### src/rtl/param_spec_tlb.sv
// Speculative TLB: fully-associative base/large-page table with a single walker handshake on miss.
// Optional perf counters are enabled with `define STLB_PERF_CNT_EN; otherwise the counter ports read 0.
module param_spec_tlb #(
    parameter int unsigned VA_W        = 8,
    parameter int unsigned PA_W        = 8,
    parameter int unsigned BASE_OFF_W  = 3,
    parameter int unsigned LARGE_OFF_W = 5,
    parameter int unsigned ENTRIES     = 8
) (
    input  logic                       clk,
    input  logic                       rst,
    input  logic                       TRANS_RQST,
    input  logic                       SPEC_TLB_RQST,
    input  logic [VA_W-1:0]            VIRT_ADDR_LOOKUP,
    input  logic                       FLUSH,
    output logic                       RQST_READY,
    output logic                       DONE_TRANS,
    output logic                       TLB_HIT,
    output logic                       SPEC_HIT,
    output logic                       FAULT,
    output logic [PA_W-1:0]            PHY_ADDR_TRANS,
    output logic                       WALK_RQST,
    output logic                       WALK_LARGE,
    output logic [VA_W-BASE_OFF_W-1:0] WALK_VPN,
    input  logic                       WALK_DONE,
    input  logic                       WALK_FAULT,
    input  logic [PA_W-BASE_OFF_W-1:0] WALK_PPN,
    output logic [15:0]                HIT_CNT,
    output logic [15:0]                SPEC_HIT_CNT,
    output logic [15:0]                MISS_CNT
);
    localparam int unsigned VPN_W = VA_W - BASE_OFF_W;
    localparam int unsigned PPN_W = PA_W - BASE_OFF_W;
    localparam int unsigned LDIFF = LARGE_OFF_W - BASE_OFF_W;
    localparam int unsigned IDX_W = $clog2(ENTRIES);

    typedef enum logic [1:0] {S_IDLE, S_LOOKUP, S_WALK, S_RESP} state_t;

    state_t            state_q, state_d;
    logic [VA_W-1:0]   va_q;
    logic              spec_q;
    logic              flush_pend_q;
    logic [ENTRIES-1:0] valid_q, large_q;
    logic [VPN_W-1:0]  tag_q [ENTRIES];
    logic [PPN_W-1:0]  ppn_q [ENTRIES];
    logic [IDX_W-1:0]  rr_q;
    logic              res_hit_q, res_spec_q, res_fault_q;
    logic [PA_W-1:0]   res_pa_q;

    logic [VPN_W-1:0]  vpn;
    logic              base_hit, large_hit, dup_hit, free_hit;
    logic [IDX_W-1:0]  base_idx, large_idx, dup_idx, free_idx, fill_idx;
    logic              fill_adv;
    logic [PA_W-1:0]   hit_pa, walk_pa;
    logic              accept, flush_now;

    assign vpn        = va_q[VA_W-1:BASE_OFF_W];
    assign RQST_READY = !rst && (state_q == S_IDLE) && !FLUSH && !flush_pend_q;
    assign accept     = TRANS_RQST && (state_q == S_IDLE) && !FLUSH && !flush_pend_q;
    assign flush_now  = (state_q == S_IDLE) && (FLUSH || flush_pend_q);

    // Large entries match on the VPN bits above the large-page offset only.
    always_comb begin
        base_hit  = 1'b0;
        base_idx  = '0;
        large_hit = 1'b0;
        large_idx = '0;
        dup_hit   = 1'b0;
        dup_idx   = '0;
        free_hit  = 1'b0;
        free_idx  = '0;
        for (int unsigned i = 0; i < ENTRIES; i++) begin
            if (!base_hit && valid_q[i] && !large_q[i] && tag_q[i] == vpn) begin
                base_hit = 1'b1;
                base_idx = IDX_W'(i);
            end
            if (!large_hit && valid_q[i] && large_q[i] && spec_q &&
                tag_q[i][VPN_W-1:LDIFF] == vpn[VPN_W-1:LDIFF]) begin
                large_hit = 1'b1;
                large_idx = IDX_W'(i);
            end
            if (!dup_hit && valid_q[i] && large_q[i] == spec_q &&
                (spec_q ? (tag_q[i][VPN_W-1:LDIFF] == vpn[VPN_W-1:LDIFF]) : (tag_q[i] == vpn))) begin
                dup_hit = 1'b1;
                dup_idx = IDX_W'(i);
            end
            if (!free_hit && !valid_q[i]) begin
                free_hit = 1'b1;
                free_idx = IDX_W'(i);
            end
        end
        fill_adv = !dup_hit && !free_hit;
        fill_idx = dup_hit ? dup_idx : (free_hit ? free_idx : rr_q);
        if (base_hit)
            hit_pa = {ppn_q[base_idx], va_q[BASE_OFF_W-1:0]};
        else
            hit_pa = {ppn_q[large_idx][PPN_W-1:LDIFF], va_q[LARGE_OFF_W-1:0]};
        if (spec_q)
            walk_pa = {WALK_PPN[PPN_W-1:LDIFF], va_q[LARGE_OFF_W-1:0]};
        else
            walk_pa = {WALK_PPN, va_q[BASE_OFF_W-1:0]};
    end

    always_comb begin
        state_d = state_q;
        case (state_q)
            S_IDLE:   if (accept) state_d = S_LOOKUP;
            S_LOOKUP: state_d = (base_hit || large_hit) ? S_RESP : S_WALK;
            S_WALK:   if (WALK_DONE) state_d = S_RESP;
            S_RESP:   state_d = S_IDLE;
            default:  state_d = S_IDLE;
        endcase
    end

    always_ff @(posedge clk) begin
        if (rst) begin
            state_q      <= S_IDLE;
            va_q         <= '0;
            spec_q       <= 1'b0;
            flush_pend_q <= 1'b0;
            valid_q      <= '0;
            large_q      <= '0;
            rr_q         <= '0;
            res_hit_q    <= 1'b0;
            res_spec_q   <= 1'b0;
            res_fault_q  <= 1'b0;
            res_pa_q     <= '0;
            for (int unsigned i = 0; i < ENTRIES; i++) begin
                tag_q[i] <= '0;
                ppn_q[i] <= '0;
            end
        end else begin
            state_q <= state_d;
            if (accept) begin
                va_q   <= VIRT_ADDR_LOOKUP;
                spec_q <= SPEC_TLB_RQST;
            end
            if (flush_now) begin
                valid_q      <= '0;
                rr_q         <= '0;
                flush_pend_q <= 1'b0;
            end else if (state_q != S_IDLE && FLUSH) begin
                flush_pend_q <= 1'b1;
            end
            if (state_q == S_LOOKUP && (base_hit || large_hit)) begin
                res_hit_q   <= 1'b1;
                res_spec_q  <= !base_hit;
                res_fault_q <= 1'b0;
                res_pa_q    <= hit_pa;
            end
            if (state_q == S_WALK && WALK_DONE) begin
                res_hit_q   <= 1'b0;
                res_spec_q  <= 1'b0;
                res_fault_q <= WALK_FAULT;
                res_pa_q    <= WALK_FAULT ? '0 : walk_pa;
                if (!WALK_FAULT) begin
                    valid_q[fill_idx] <= 1'b1;
                    large_q[fill_idx] <= spec_q;
                    tag_q[fill_idx]   <= vpn;
                    ppn_q[fill_idx]   <= WALK_PPN;
                    if (fill_adv)
                        rr_q <= rr_q + IDX_W'(1);
                end
            end
        end
    end

    assign DONE_TRANS     = (state_q == S_RESP);
    assign TLB_HIT        = res_hit_q;
    assign SPEC_HIT       = res_spec_q;
    assign FAULT          = res_fault_q;
    assign PHY_ADDR_TRANS = res_pa_q;
    assign WALK_RQST      = (state_q == S_WALK);
    assign WALK_LARGE     = (state_q == S_WALK) && spec_q;
    assign WALK_VPN       = vpn;

`ifdef STLB_PERF_CNT_EN
    logic [15:0] hit_cnt_q, spec_cnt_q, miss_cnt_q;

    always_ff @(posedge clk) begin
        if (rst) begin
            hit_cnt_q  <= '0;
            spec_cnt_q <= '0;
            miss_cnt_q <= '0;
        end else if (state_q == S_RESP) begin
            if (res_hit_q && !res_spec_q && hit_cnt_q != '1)
                hit_cnt_q <= hit_cnt_q + 16'd1;
            if (res_hit_q && res_spec_q && spec_cnt_q != '1)
                spec_cnt_q <= spec_cnt_q + 16'd1;
            if (!res_hit_q && miss_cnt_q != '1)
                miss_cnt_q <= miss_cnt_q + 16'd1;
        end
    end

    assign HIT_CNT      = hit_cnt_q;
    assign SPEC_HIT_CNT = spec_cnt_q;
    assign MISS_CNT     = miss_cnt_q;
`else
    assign HIT_CNT      = '0;
    assign SPEC_HIT_CNT = '0;
    assign MISS_CNT     = '0;
`endif
endmodule

### config.mk
export PLATFORM = sky130hd
export DESIGN_NAME = param_spec_tlb
export DESIGN_NICKNAME = d
export VERILOG_FILES = /design/src/rtl/param_spec_tlb.sv
export SDC_FILE = /design/constraint.sdc
export NUM_CORES = 1
export LEC_CHECK = 0
export ABC_CLOCK_PERIOD_IN_PS = 8600
export CORE_ASPECT_RATIO = 0.5
export CORE_MARGIN = 2
export CORE_UTILIZATION = 50
export DETAILED_ROUTE_END_ITERATION = 7
export PLACE_DENSITY = 0.81
export SLEW_MARGIN = 20
export SYNTH_ARGS = -nofsm -noshare
export SYNTH_HDL_FRONTEND = slang
export SYNTH_SLANG_ARGS = --single-unit
export TNS_END_PERCENT = 100
### constraint.sdc
create_clock -name clk -period 8.6 [get_ports clk]
set_input_delay 1.72 -clock clk [delete_from_list [all_inputs] [get_ports clk]]
set_output_delay 1.72 -clock clk [all_outputs]
set_load 0.005 [all_outputs]
; Yosys cells after proc, flatten, opt, wreduce, memory -nomap -nowiden
; Memories as Yosys holds them, arrays and structs flattened.
; Index checks and enable logic that the tools add are counted.
[totals]
regBits = 42
mem_bits_rw = 80
in_bits = 20
output_inout_bits = 68
elab_cells = 307
n_memories = 2
[classes]
addsub = 1
n_lt_le_gt_ge = 2
n_eq_ne = 29
muxes = 104
bitwise_logic = 2
n_reduce_logical = 156
[mem_list]
columns = memory, words, width, rd, rd_clocked_by_memory_dff, write_ports, line_no
row1 = ppn_q, 8, 5, 2, 0, 8, 45  ; logic [PPN_W-1:0] ppn_q [ENTRIES];
row2 = tag_q, 8, 5, 8, 0, 8, 44  ; logic [VPN_W-1:0] tag_q [ENTRIES];
[ops]
columns = cell, n
row1 = $logic_and 1x1->1, 97
row2 = $mux 3, 32
row3 = $mux 8, 8
row4 = $mux 1, 56
row5 = $logic_not 1->1, 48
row6 = $eq 5x5->1, 8
row7 = $eq 3x3->1, 8
row8 = $mux 5, 3
row9 = $reduce_or 5->1, 2
row10 = $bwmux 8, 1
row11 = $eq 1x1->1, 8
row12 = $or 8x8->8, 1
row13 = $pmux 2 s4, 1
row14 = $eq 2x2->1 const B, 2
row15 = $lt 3x4->1 const B, 1
row16 = $mux 2, 2
row17 = $reduce_and 2->1, 2
row18 = $reduce_bool 2->1, 2
row19 = $reduce_or 2->1, 2
row20 = $add 3x1->3 const B, 1
row21 = $demux 1 s3, 1
row22 = $ge 3x1->1 const B, 1
row23 = $eq 2x1->1 const B, 1
row24 = $logic_not 2->1, 1
row25 = 4 further kinds, 5

; Longest topological paths before layout
[logic_depth]
word_depth = 50
ltp_mapped = 12
mapped_depth_nobuf = 9

; Worst setup path after synthesis
; OpenSTA, ideal clock, no wires.
[synth_path]
path_type = input-to-output
start = input port rst
end = output port RQST_READY
arrival_time_ns = 2.935
required_time_ns = 6.880
setup_slack_ns = 3.945
stages = 5
path_buffers = 4
path_cell_list = clkbuf_1 > clkbuf_1 > clkbuf_1 > clkbuf_1 > nor2_1
[synth_via]
elab_chain_cells = 4
[synth_rtl]
columns = item, line_no
row1 = from (decl), 11  ; input logic rst,
row2 = $logic_not 1->1, 58  ; assign RQST_READY = !rst && (state_q == S_IDLE) && !FLUSH && !flush_pend_q;
row3 = $logic_and 1x1->1 (3 in series), 58
row4 = to (decl), 16  ; output logic RQST_READY,
; Every way passes these cells.

; Worst setup path after layout
[layout_path]
start = input port FLUSH
end = output port RQST_READY
[layout_via]
elab_chain_cells = 3
[layout_rtl]
columns = item, line_no
row1 = from (decl), 15  ; input logic FLUSH,
row2 = $logic_not 1->1, 58
row3 = $logic_and 1x1->1 (2 in series), 58
; Every way passes these cells.

==> impl_metrics.env <==
export IMPL_ctsResizeCount=0
export IMPL_synth_cell_types=72
export IMPL_crit_type="in -> out"
export IMPL_yosysTopAreaCell="edfxtp_1"
export IMPL_min_to="va_q[1]$_SDFFE_PP0P_"
export IMPL_final_cell_mix="87 x and2_1, 80 x edfxtp_1, 48 x conb_1"
export IMPL_setup_viol=0
export IMPL_crit_start="FLUSH"
export IMPL_yosysWarningCount=0
export IMPL_synthCells=675
export IMPL_powerDensity_nw_per_um2=204
export IMPL_drv_cap=0
export IMPL_ant_nets=0
export IMPL_die_x_um=173
export IMPL_netlist_area_leader_share_pct=33.8
export IMPL_max_slew_margin_rel_pct=20.6
export IMPL_synth_area_leaders="edfxtp_1 34%, dfxtp_1 12%, and2_1 7.7%"
export IMPL_cts_buffer_depth=2
export IMPL_cts_root_buf="clkbuf_16"
export IMPL_cts_made_buffers=17
export IMPL_hold_class="reg -> reg"
export IMPL_grt_pass1_vias=4848
export IMPL_timing_final_ws_setup_ns=3.83
export IMPL_clock_skew_ns=0.00772
export IMPL_setup_tns_ns=0
export IMPL_drt_wl_total_um=17400
export IMPL_clk_pin_slew_ns=0.06
export IMPL_syn_area_um2=7100
export IMPL_vias_per_cell=5.84
export IMPL_finalHoldViolations=0
export IMPL_status="completed"
export IMPL_cts_tree="built"
export IMPL_worstSetupStartpointType="primary input"
export IMPL_rr_endpoint="PHY_ADDR_TRANS[7]$_SDFFE_PP0P_"
export IMPL_grt_overflow=0
export IMPL_syn_area_per_cell_um2=10.5
export IMPL_gp_congestion=0.951
export IMPL_syn2layout_area_growth_pct=12.2
export IMPL_cp_max_fo=5
export IMPL_drive_gt1_share_pct=9.58
export IMPL_place_ws_ns=3.83
export IMPL_nets=722
export IMPL_pin_count=88
export IMPL_antenna_found_initial=0
export IMPL_die_h_um=88.3
export IMPL_htreeDepth=4
export IMPL_routed_via_count=5267
export IMPL_arrival_ns=3.05
export IMPL_final_common_cell="and2_1"
export IMPL_dpl_hpwl_um=11900
export IMPL_ys_flop_type="edfxtp_1"
export IMPL_num_rows=30
export IMPL_finalCritPeriodShare_pct=55.4
export IMPL_grt_max_degree=53
export IMPL_critPathCaptureType="primary output"
export IMPL_finalPower_w=0.00162
export IMPL_drc=0
export IMPL_worstPathRequired_ns=6.88
export IMPL_vdd_ir_drop_max_v=0.000115
export IMPL_port_buffer_count=39
export IMPL_yosysSeqAreaShare_pct=45.6
export IMPL_grt_setup_unrepaired="false"
export IMPL_hold_path_depth=2
export IMPL_placeableCoreArea_um2=13700
export IMPL_initial_core_util_pct=51.9
export IMPL_wire_per_inst_um=19.3
export IMPL_ys_ff_latch=122
export IMPL_fmax_ghz=0.210
export IMPL_r2r_start="va_q[5]$_SDFFE_PP0P_"
export IMPL_finalMaxSlewViolations=0
export IMPL_dr_pass1_iters=5
export IMPL_grt_usage_pct=23.1
export IMPL_rrSetupSlack_ns=4.38
export IMPL_synth_edf_count=80
export IMPL_dieArea_um2=15200
export IMPL_fin_crit_ns=4.77
export IMPL_post_cts_buffers=0
export IMPL_hold_buffers=0
export IMPL_holdCritStartpoint="va_q[1]$_SDFFE_PP0P_"
export IMPL_drtIter0Drc=553
export IMPL_antenna_cells=0
export IMPL_worstMarginPinSlew_ns=1.19
export IMPL_grt_pass1_wl_um=26400
export IMPL_ff2ff_path_depth=7
export IMPL_synthArstFlopShare_pct=0
export IMPL_cts_sinks=122
export IMPL_clk_latency_ns=0.42
export IMPL_power_leakage_nw=2.98
## area by class of cell
| cell class | count | area, um^2 |
|---|---|---|
| repair buffers | 41 | 400 |
| multi-input cells | 509 | 3440 |
| well taps | 192 | 240 |
| clock buffers | 26 | 584 |
| inverters | 6 | 22.5 |
| clock inverters | 6 | 40.0 |
| flip-flops and latches | 122 | 3240 |
| fillers | 1084 | 5730 |
## how the worst max path moves through the flow
stage | to | cells after the start | slack (ns)
2_1_floorplan | RQST_READY | 5 | 3.94
3_3_place_gp | RQST_READY | 5 | 3.88
3_5_place_dp | RQST_READY | 5 | 3.83
4_1_cts | RQST_READY | 5 | 3.82
5_1_grt | RQST_READY | 5 | 3.75
6_report | RQST_READY | 5 | 3.83
## flip-flops by register name, indices dropped and copies added (netlist names)
signal,cells
tag_q,40
ppn_q,40
state_q,2
FAULT,1
spec_q,1
va_q,8
PHY_ADDR_TRANS,8
TLB_HIT,1
large_q,8
rr_q,3
valid_q,8
SPEC_HIT,1
flush_pend_q,1
## cells in the mapped netlist (6+ instances only)
| cell type | n |
|---|---|
| dfxtp_1 | 42 |
| nor3_2 | 9 |
| nor4_1 | 10 |
| buf_2 | 10 |
| nand2_1 | 41 |
| and2_1 | 87 |
| a21o_1 | 12 |
| a211oi_1 | 7 |
| inv_1 | 6 |
| xnor2_1 | 15 |
| a21oi_1 | 24 |
| nor2_1 | 38 |
| xor2_1 | 25 |
| mux2i_1 | 31 |
| o221ai_1 | 6 |
| clkbuf_1 | 13 |
| o21ai_0 | 14 |
| nand3_1 | 6 |
| a22oi_1 | 9 |
| edfxtp_1 | 80 |
| nor3_1 | 12 |
| or2_1 | 7 |
| buf_6 | 6 |
| nand4_1 | 6 |
| o21a_1 | 7 |
| buf_4 | 55 |
## worst max-delay path, stage by stage
cell and delay (ns):
clkdlybuf4s50_1 0.40, nor2_1 0.24, nand2_1 0.09, nor2_1 0.09, clkdlybuf4s50_1 0.51
## layer usage
layer / GRT usage, % / vias to the layer above / share of wire, %
met2: 36.9 / 290 / 44
met4: 8.39 / 0 / 1.6
met5: 0 / - / 0
met1: 31.3 / 2553 / 45
li1: - / 2396 / -
met3: 5.41 / 28 / 9.7
## report_power, final
| group | total, W | internal, W | switching [W] |
|---|---|---|---|
| sequential | 0.000693 | 0.000654 | 0.0000390 |
| clock | 0.000731 | 0.000469 | 0.000261 |
| combinational | 0.000199 | 0.0000772 | 0.000122 |
## metrics by stage
| step | instance area, um^2 | util [%] | hold slack, ns | std cells |
|---|---|---|---|---|
| CTS | 7970 | 58.2 | 0.467 | 902 |
| detailed placement | 7340 | 53.6 | 0.459 | 870 |
| finish | 7970 | 58.2 | 0.471 | 902 |
| global placement | 7340 | 53.6 | 0.443 | 870 |
| floorplan | 7280 | - | 0.436 | 722 |
| global route | 7970 | 58.2 | 0.491 | 902 |
## cells by family (layout without fill, tap and decap cells)
kind of cell             Yosys count  count (layout)  synth area share [%]
adder cells (fa/ha/maj)            5               5                 0.881
AO/OA/AOI/OAI                    128             128                  14.3
flip-flops                       122             122                  45.6
buffers and inverters             91              79                  8.52
AND/OR/NAND/NOR                  253             253                  20.6
other                              1              48                0.0528
XOR/XNOR                          40              40                  4.93
multiplexers                      35              35                  5.00
(Power assumes the default switching activity.)
